$ cat config.mk
export PLATFORM = sky130hd
export DESIGN_NAME = jtag_tap_regs
export DESIGN_NICKNAME = d
export VERILOG_FILES = /design/src/rtl/jtag_tap_pkg.sv /design/src/rtl/jtag_shift_reg.sv /design/src/rtl/jtag_tap_regs.sv
export SDC_FILE = /design/constraint.sdc
export NUM_CORES = 1
export LEC_CHECK = 0
export CORE_ASPECT_RATIO = 0.5
export CORE_MARGIN = 2
export CORE_UTILIZATION = 30
export CTS_BUF_LIST = sky130_fd_sc_hd__clkbuf_8
export DETAILED_ROUTE_END_ITERATION = 10
export GPL_TIMING_DRIVEN = 0
export PLACE_DENSITY_LB_ADDON = 0.08
export SLEW_MARGIN = 10
export SYNTH_ARGS = -nofsm -noshare
export SYNTH_HDL_FRONTEND = slang
export SYNTH_SLANG_ARGS = --single-unit
$ cat constraint.sdc
create_clock -name tck -period 2.1 [get_ports tck]
set_clock_uncertainty 0.2 [all_clocks]
set_input_delay 0.63 -clock tck [delete_from_list [all_inputs] [get_ports tck]]
set_output_delay 0.63 -clock tck [all_outputs]
set_load 0.05 [all_outputs]
$ cat src/rtl/jtag_tap_pkg.sv
// jtag_tap_pkg: shared constants, default opcodes and data-register selection for the JTAG TAP register block.
package jtag_tap_pkg;
   localparam logic [1:0] IR_CAPTURE       = 2'b01;
   localparam logic [3:0] DEF_IDCODE_INSTR = 4'h1;
   localparam logic [3:0] DEF_USER_INSTR   = 4'h8;
   typedef enum logic [1:0] {SEL_BYPASS, SEL_IDCODE, SEL_USER} dr_sel_t;
   // All-ones always means BYPASS, even if an opcode parameter collides with it.
   function automatic dr_sel_t dr_select(input logic idcode_hit, input logic user_hit, input logic all_ones);
      return all_ones ? SEL_BYPASS : idcode_hit ? SEL_IDCODE : user_hit ? SEL_USER : SEL_BYPASS;
   endfunction
endpackage

$ cat src/rtl/jtag_shift_reg.sv
// jtag_shift_reg: capture/shift register (LSB first) with a parallel update stage.
module jtag_shift_reg #(
   parameter int               WIDTH        = 4,
   parameter logic [WIDTH-1:0] RESET_VAL    = '0,
   parameter logic [WIDTH-1:0] UPDATE_RESET = '0
) (
   input  logic             tck,
   input  logic             trst,
   input  logic             capture,
   input  logic             shift,
   input  logic             update,
   input  logic             clear_update,
   input  logic             tdi,
   input  logic [WIDTH-1:0] capture_val,
   output logic [WIDTH-1:0] sr,
   output logic [WIDTH-1:0] upd
);
   logic [WIDTH-1:0] shifted;
   generate
      if (WIDTH == 1) begin : g_one
         assign shifted = tdi;
      end else begin : g_wide
         assign shifted = {tdi, sr[WIDTH-1:1]};
      end
   endgenerate
   always_ff @(posedge tck) begin
      if (!trst) sr <= RESET_VAL;
      else if (capture) sr <= capture_val;
      else if (shift) sr <= shifted;
   end
   always_ff @(posedge tck) begin
      if (!trst || clear_update) upd <= UPDATE_RESET;
      else if (update) upd <= sr;
   end
endmodule

$ cat src/rtl/jtag_tap_regs.sv
// jtag_tap_regs: IR, BYPASS, IDCODE and optional USER data registers behind a TAP controller.
// Define JTAG_USER_DR_EN to build the USER register; otherwise USER_INSTR selects BYPASS.
module jtag_tap_regs
   import jtag_tap_pkg::*;
#(
   parameter int                IR_LEN       = 4,
   parameter logic [31:0]       IDCODE_VALUE = 32'h1000_0001,
   parameter logic [IR_LEN-1:0] IDCODE_INSTR = IR_LEN'(DEF_IDCODE_INSTR),
   parameter logic [IR_LEN-1:0] USER_INSTR   = IR_LEN'(DEF_USER_INSTR),
   parameter int                USER_DR_LEN  = 32
) (
   input  logic                   tck,
   input  logic                   trst,
   input  logic                   tdi,
   input  logic                   state_tlr,
   input  logic                   state_capturedr,
   input  logic                   state_captureir,
   input  logic                   state_shiftdr,
   input  logic                   state_shiftir,
   input  logic                   state_updatedr,
   input  logic                   state_updateir,
   output logic                   tdo,
   output logic                   tdo_en,
   output logic [IR_LEN-1:0]      ir,
   input  logic [USER_DR_LEN-1:0] user_capture,
   output logic [USER_DR_LEN-1:0] user_update,
   output logic                   user_update_stb
);
   localparam logic [IR_LEN-1:0] IR_CAP = IR_LEN'(IR_CAPTURE);
   logic [IR_LEN-1:0] ir_sr;
   logic [31:0] idcode_sr, idcode_upd;
   logic cap_ir, sh_ir, up_ir, cap_dr, sh_dr, up_dr, user_hit, bypass, user_dr0, dr0;
   logic unused_ok;
   dr_sel_t sel;
   // tlr > capture > shift > update, applied separately to the IR and DR paths
   assign cap_ir = state_captureir & ~state_tlr;
   assign sh_ir  = state_shiftir & ~state_tlr & ~state_captureir;
   assign up_ir  = state_updateir & ~state_tlr & ~state_captureir & ~state_shiftir;
   assign cap_dr = state_capturedr & ~state_tlr;
   assign sh_dr  = state_shiftdr & ~state_tlr & ~state_capturedr;
   assign up_dr  = state_updatedr & ~state_tlr & ~state_capturedr & ~state_shiftdr;
`ifdef JTAG_USER_DR_EN
   assign user_hit = ir == USER_INSTR;
`else
   assign user_hit = 1'b0;
`endif
   assign sel = dr_select(ir == IDCODE_INSTR, user_hit, &ir);
   jtag_shift_reg #(.WIDTH(IR_LEN), .RESET_VAL('0), .UPDATE_RESET(IDCODE_INSTR)) u_ir (
      .tck(tck), .trst(trst), .capture(cap_ir), .shift(sh_ir), .update(up_ir),
      .clear_update(state_tlr), .tdi(tdi), .capture_val(IR_CAP), .sr(ir_sr), .upd(ir)
   );
   jtag_shift_reg #(.WIDTH(32), .RESET_VAL(IDCODE_VALUE), .UPDATE_RESET('0)) u_idcode (
      .tck(tck), .trst(trst), .capture(cap_dr && sel == SEL_IDCODE), .shift(sh_dr && sel == SEL_IDCODE),
      .update(1'b0), .clear_update(1'b0), .tdi(tdi), .capture_val(IDCODE_VALUE),
      .sr(idcode_sr), .upd(idcode_upd)
   );
   always_ff @(posedge tck) begin
      if (!trst) bypass <= 1'b0;
      else if (cap_dr && sel == SEL_BYPASS) bypass <= 1'b0;
      else if (sh_dr && sel == SEL_BYPASS) bypass <= tdi;
   end
`ifdef JTAG_USER_DR_EN
   logic [USER_DR_LEN-1:0] user_sr;
   jtag_shift_reg #(.WIDTH(USER_DR_LEN), .RESET_VAL('0), .UPDATE_RESET('0)) u_user (
      .tck(tck), .trst(trst), .capture(cap_dr && sel == SEL_USER), .shift(sh_dr && sel == SEL_USER),
      .update(up_dr && sel == SEL_USER), .clear_update(1'b0), .tdi(tdi), .capture_val(user_capture),
      .sr(user_sr), .upd(user_update)
   );
   always_ff @(posedge tck) user_update_stb <= trst & up_dr & (sel == SEL_USER);
   assign user_dr0 = user_sr[0];
   assign unused_ok = ^{idcode_sr, idcode_upd};
`else
   assign user_update = '0;
   assign user_update_stb = 1'b0;
   assign user_dr0 = 1'b0;
   assign unused_ok = ^{idcode_sr, idcode_upd, user_capture};
`endif
   assign dr0 = sel == SEL_IDCODE ? idcode_sr[0] : sel == SEL_USER ? user_dr0 : bypass;
   assign tdo = state_shiftir ? ir_sr[0] : state_shiftdr ? dr0 : 1'b0;
   assign tdo_en = state_shiftir | state_shiftdr;
endmodule

==> out/results.ini, run 1 <==
[sta]
hold-worst-slack_ns=0.271
timing.final.ws_setup_ns=-0.250
timing.final.setup_violations=1
fmaxAchievable_ghz=0.426
finalSetupTns_ns=-0.250
final.min_clock_period_ns=2.35
final-max-slew-violation-count=0
hold_violations=0
grt_setup_unrepaired=true
layout_worst_path_cycle_share_pct=112

[hold_path]
hp-class=reg -> reg
whs_endpoint=u_idcode.sr[29]$_SDFFE_PP0P_
hold_start=u_idcode.sr[29]$_SDFFE_PP0P_
whs_path_depth=2

[die]
start_util_pct=31.3
standard_cell_core_area_sq_um=5520
die_h_microns=57.6
fp.dieArea_sq_um=6420
dieWidth_microns=111
std_cell_rows=19
boundaryPins=81

[placed_design]
dp_hpwl_mm=2.34
gp_routability_congestion=0.680
port_buffers=13

[finish]
antennaDiodeCount=0
area_taken_by_multi_input_logic_gates_sq_um=732
final_net_count=284
layout-area-overhead-vs-synth_pct=27.8
seqCellArea_sq_um=831
drive_above_1_share_pct=26.7
nFillCells=561

[route]
route.antenna.remaining_nets=0
drc=0
route.detailed.vias_per_inst=4.26
wirelength_mm=3.25
first_pass_iters=5
per_cell_routed_wire_length_microns=10.3
detailedRoute.firstIterationViolations=63
num_vias=1347

[worst_setup_path]
worst_r2r_path_cells=5
cp.required_ns=1.27
start_kind=register
worst_ep_arrival_time_ns=1.52
r2r_endpoint=u_idcode.sr[27]$_SDFFE_PP0P_
timing.reg2reg.setup_slack_ns=0.28
crit_type=reg -> out
timing.rr.start=u_ir.upd[3]$_SDFFE_PP0P_
critPathMaxFanout=3
worst_setup_ep_type=primary output

[logic_synthesis]
synthFlopType=dfxtp_1
synth_top_area_share_pct=47.5
post_synth_top_area_cell=dfxtp_1
synth-seq-area-share_pct=47.5
async_set_or_reset_register_ratio_after_synthesis_pct=0
synthMostInstantiatedCell=dfxtp_1
ys_seq_elements=41
ys_warnings=0
synth.top_cells.by_count=dfxtp_1 (41), buf_4 (36), nand2_1 (34)
synthDistinctLibCells=25
synth.area.top_cells=dfxtp_1 (48%), buf_4 (16%), o22ai_1 (11%), nand2_1 (7.4%), nor4b_4 (2.8%)
synth_enable_flop_cells=0
syn_avg_cell_area_sq_um=9.28
post_synth_inst_count=186
synth_area_sq_um=1730

[cts]
clockBufferDepth=2
cts_clock_pin_slew_for_the_worst_setup_and_hold_paths_ns=0.08
insertion_delay_ns=0.29
clock_sinks=41
cts.root.buffer_cell=clkbuf_8
cts_inserted_buffers=5
cts_tree=built
htree_levels=2

[power_and_ir_drop]
leakage_nw=0.942
power_dens_cells_nw_per_um2=714
vdd.ir_drop.worst_uv=333
design_power_total_mw=1.58

[grt]
grt_util_all_layers_pct=10.7
wire_length_of_the_first_global_routing_pass_mm=5.44
gr-total-overflow=0
grt_pass1_vias=1185
grt_antenna_before_repair=0
grt_max_degree=14

[status]
outcome=finished with violations
violations_in_the_final_reports=negative setup slack

[run]
max_cap_viol_count=0

layout make-up:
| type | instances | area share (%) |
|---|---|---|
| Buffer | 43 | 13.6 |
| Clock buffer | 5 | 3.12 |
| Clock inverter | 3 | 0.794 |
| Inverter | 3 | 0.510 |
| Multi-Input combinational cell | 131 | 33.2 |
| Sequential cell | 41 | 37.7 |
| Tap cell | 73 | 4.14 |
| Timing Repair Buffer | 17 | 6.98 |
registers in the layout, summed over array words and instances, names as in the netlist:
signal       flops
u_ir.sr          4
u_idcode.sr     32
bypass           1
u_ir.upd         4
routing by layer:
| layer | up-vias | routed length [microns] | GRT usage [%] |
|---|---|---|---|
| met4 | 0 | 57 | 4.76 |
| met3 | 4 | 279 | 4.29 |
| met2 | 47 | 1330 | 16.8 |
| li1 | 695 | - | - |
| met1 | 601 | 1580 | 13.2 |
| met5 | - | 0 | 0 |
per-stage QoR:
step	std cells	setup slack, ns	util, %	instance area [sq um]
after global placement	304	-1.08	37.9	2090
final	316	-0.250	40.0	2210
after global routing	316	-0.329	40.0	2210
after floorplan	218	0.00117	-	1870
after CTS	313	-0.247	39.7	2190
after detailed placement	304	-1.11	37.9	2090
worst max-delay path by stage:
stage                              from   to  slack (ns)  cells past startpoint
2_1_floorplan  u_ir.upd[1]$_SDFFE_PP0P_  tdo       0.001                      3
3_3_place_gp              state_shiftir  tdo       -1.08                      4
3_5_place_dp              state_shiftir  tdo       -1.11                      4
4_1_cts        u_ir.upd[3]$_SDFFE_PP0P_  tdo       -0.25                      4
5_1_grt        u_ir.upd[3]$_SDFFE_PP0P_  tdo       -0.33                      4
6_report       u_ir.upd[3]$_SDFFE_PP0P_  tdo       -0.25                      4
critical path: stages, from the launching register on:
cell and delay [ns]:
dfxtp_2 0.35, nor4b_4 0.35, mux2i_2 0.31, o21ai_4 0.07
buf_6 0.15
placed cells by master, fill, tap and decap left out, types with 2 or more instances in the layout:
cell type         n
a22oi_1           3
dfxtp_4           2
clkbuf_1          4
dfxtp_2           2
dfxtp_1          37
inv_1             3
nor4b_4           2
conb_1           33
dlygate4sd2_1     4
clkbuf_8          5
mux2i_1           3
buf_2             5
nand2b_1          4
clkinv_2          2
buf_4            40
o22ai_1          30
nor2_1            8
clkdlybuf4s50_1   4
o32a_1            2
nand2_1          34
where the power goes:
group	switching [mW]	internal, mW
Combinational	0.207	0.0884
Clock	0.268	0.229
Sequential	0.00334	0.780
kinds of logic (layout without fill, tap and decap cells):
logic type             count (synthesis)  in the layout  share of synthesized area, %
and+or+nand+nor                       53             53                          15.9
AOI/OAI and AO/OA                     41             41                          16.0
muxes                                  4              4                          2.32
DFF                                   41             41                          47.5
other                                  1             33                         0.217
buffers and inverters                 46             71                          18.0
repair_timing:
| action | CTS | global route |
|---|---|---|
| pin swaps | 2 | 1 |
| gates resized for setup | 28 | 2 |
| hold buffers | 0 | 0 |
| setup endpoints to repair | 7 | 36 |
| buffers inserted | 1 | 3 |
(Power assumes the default switching activity.)
==> run 2, diff against run 1 <==
--- a/config.mk
+++ b/config.mk
@@ -9,6 +9,7 @@
 export CORE_MARGIN = 2
 export CORE_UTILIZATION = 30
 export CTS_BUF_LIST = sky130_fd_sc_hd__clkbuf_8
+export CTS_CLUSTER_DIAMETER = 100
 export DETAILED_ROUTE_END_ITERATION = 10
 export GPL_TIMING_DRIVEN = 0
 export PLACE_DENSITY_LB_ADDON = 0.08
==> results of run 2 <==
Final layout, timing and power as in run 1 (identical DEF).
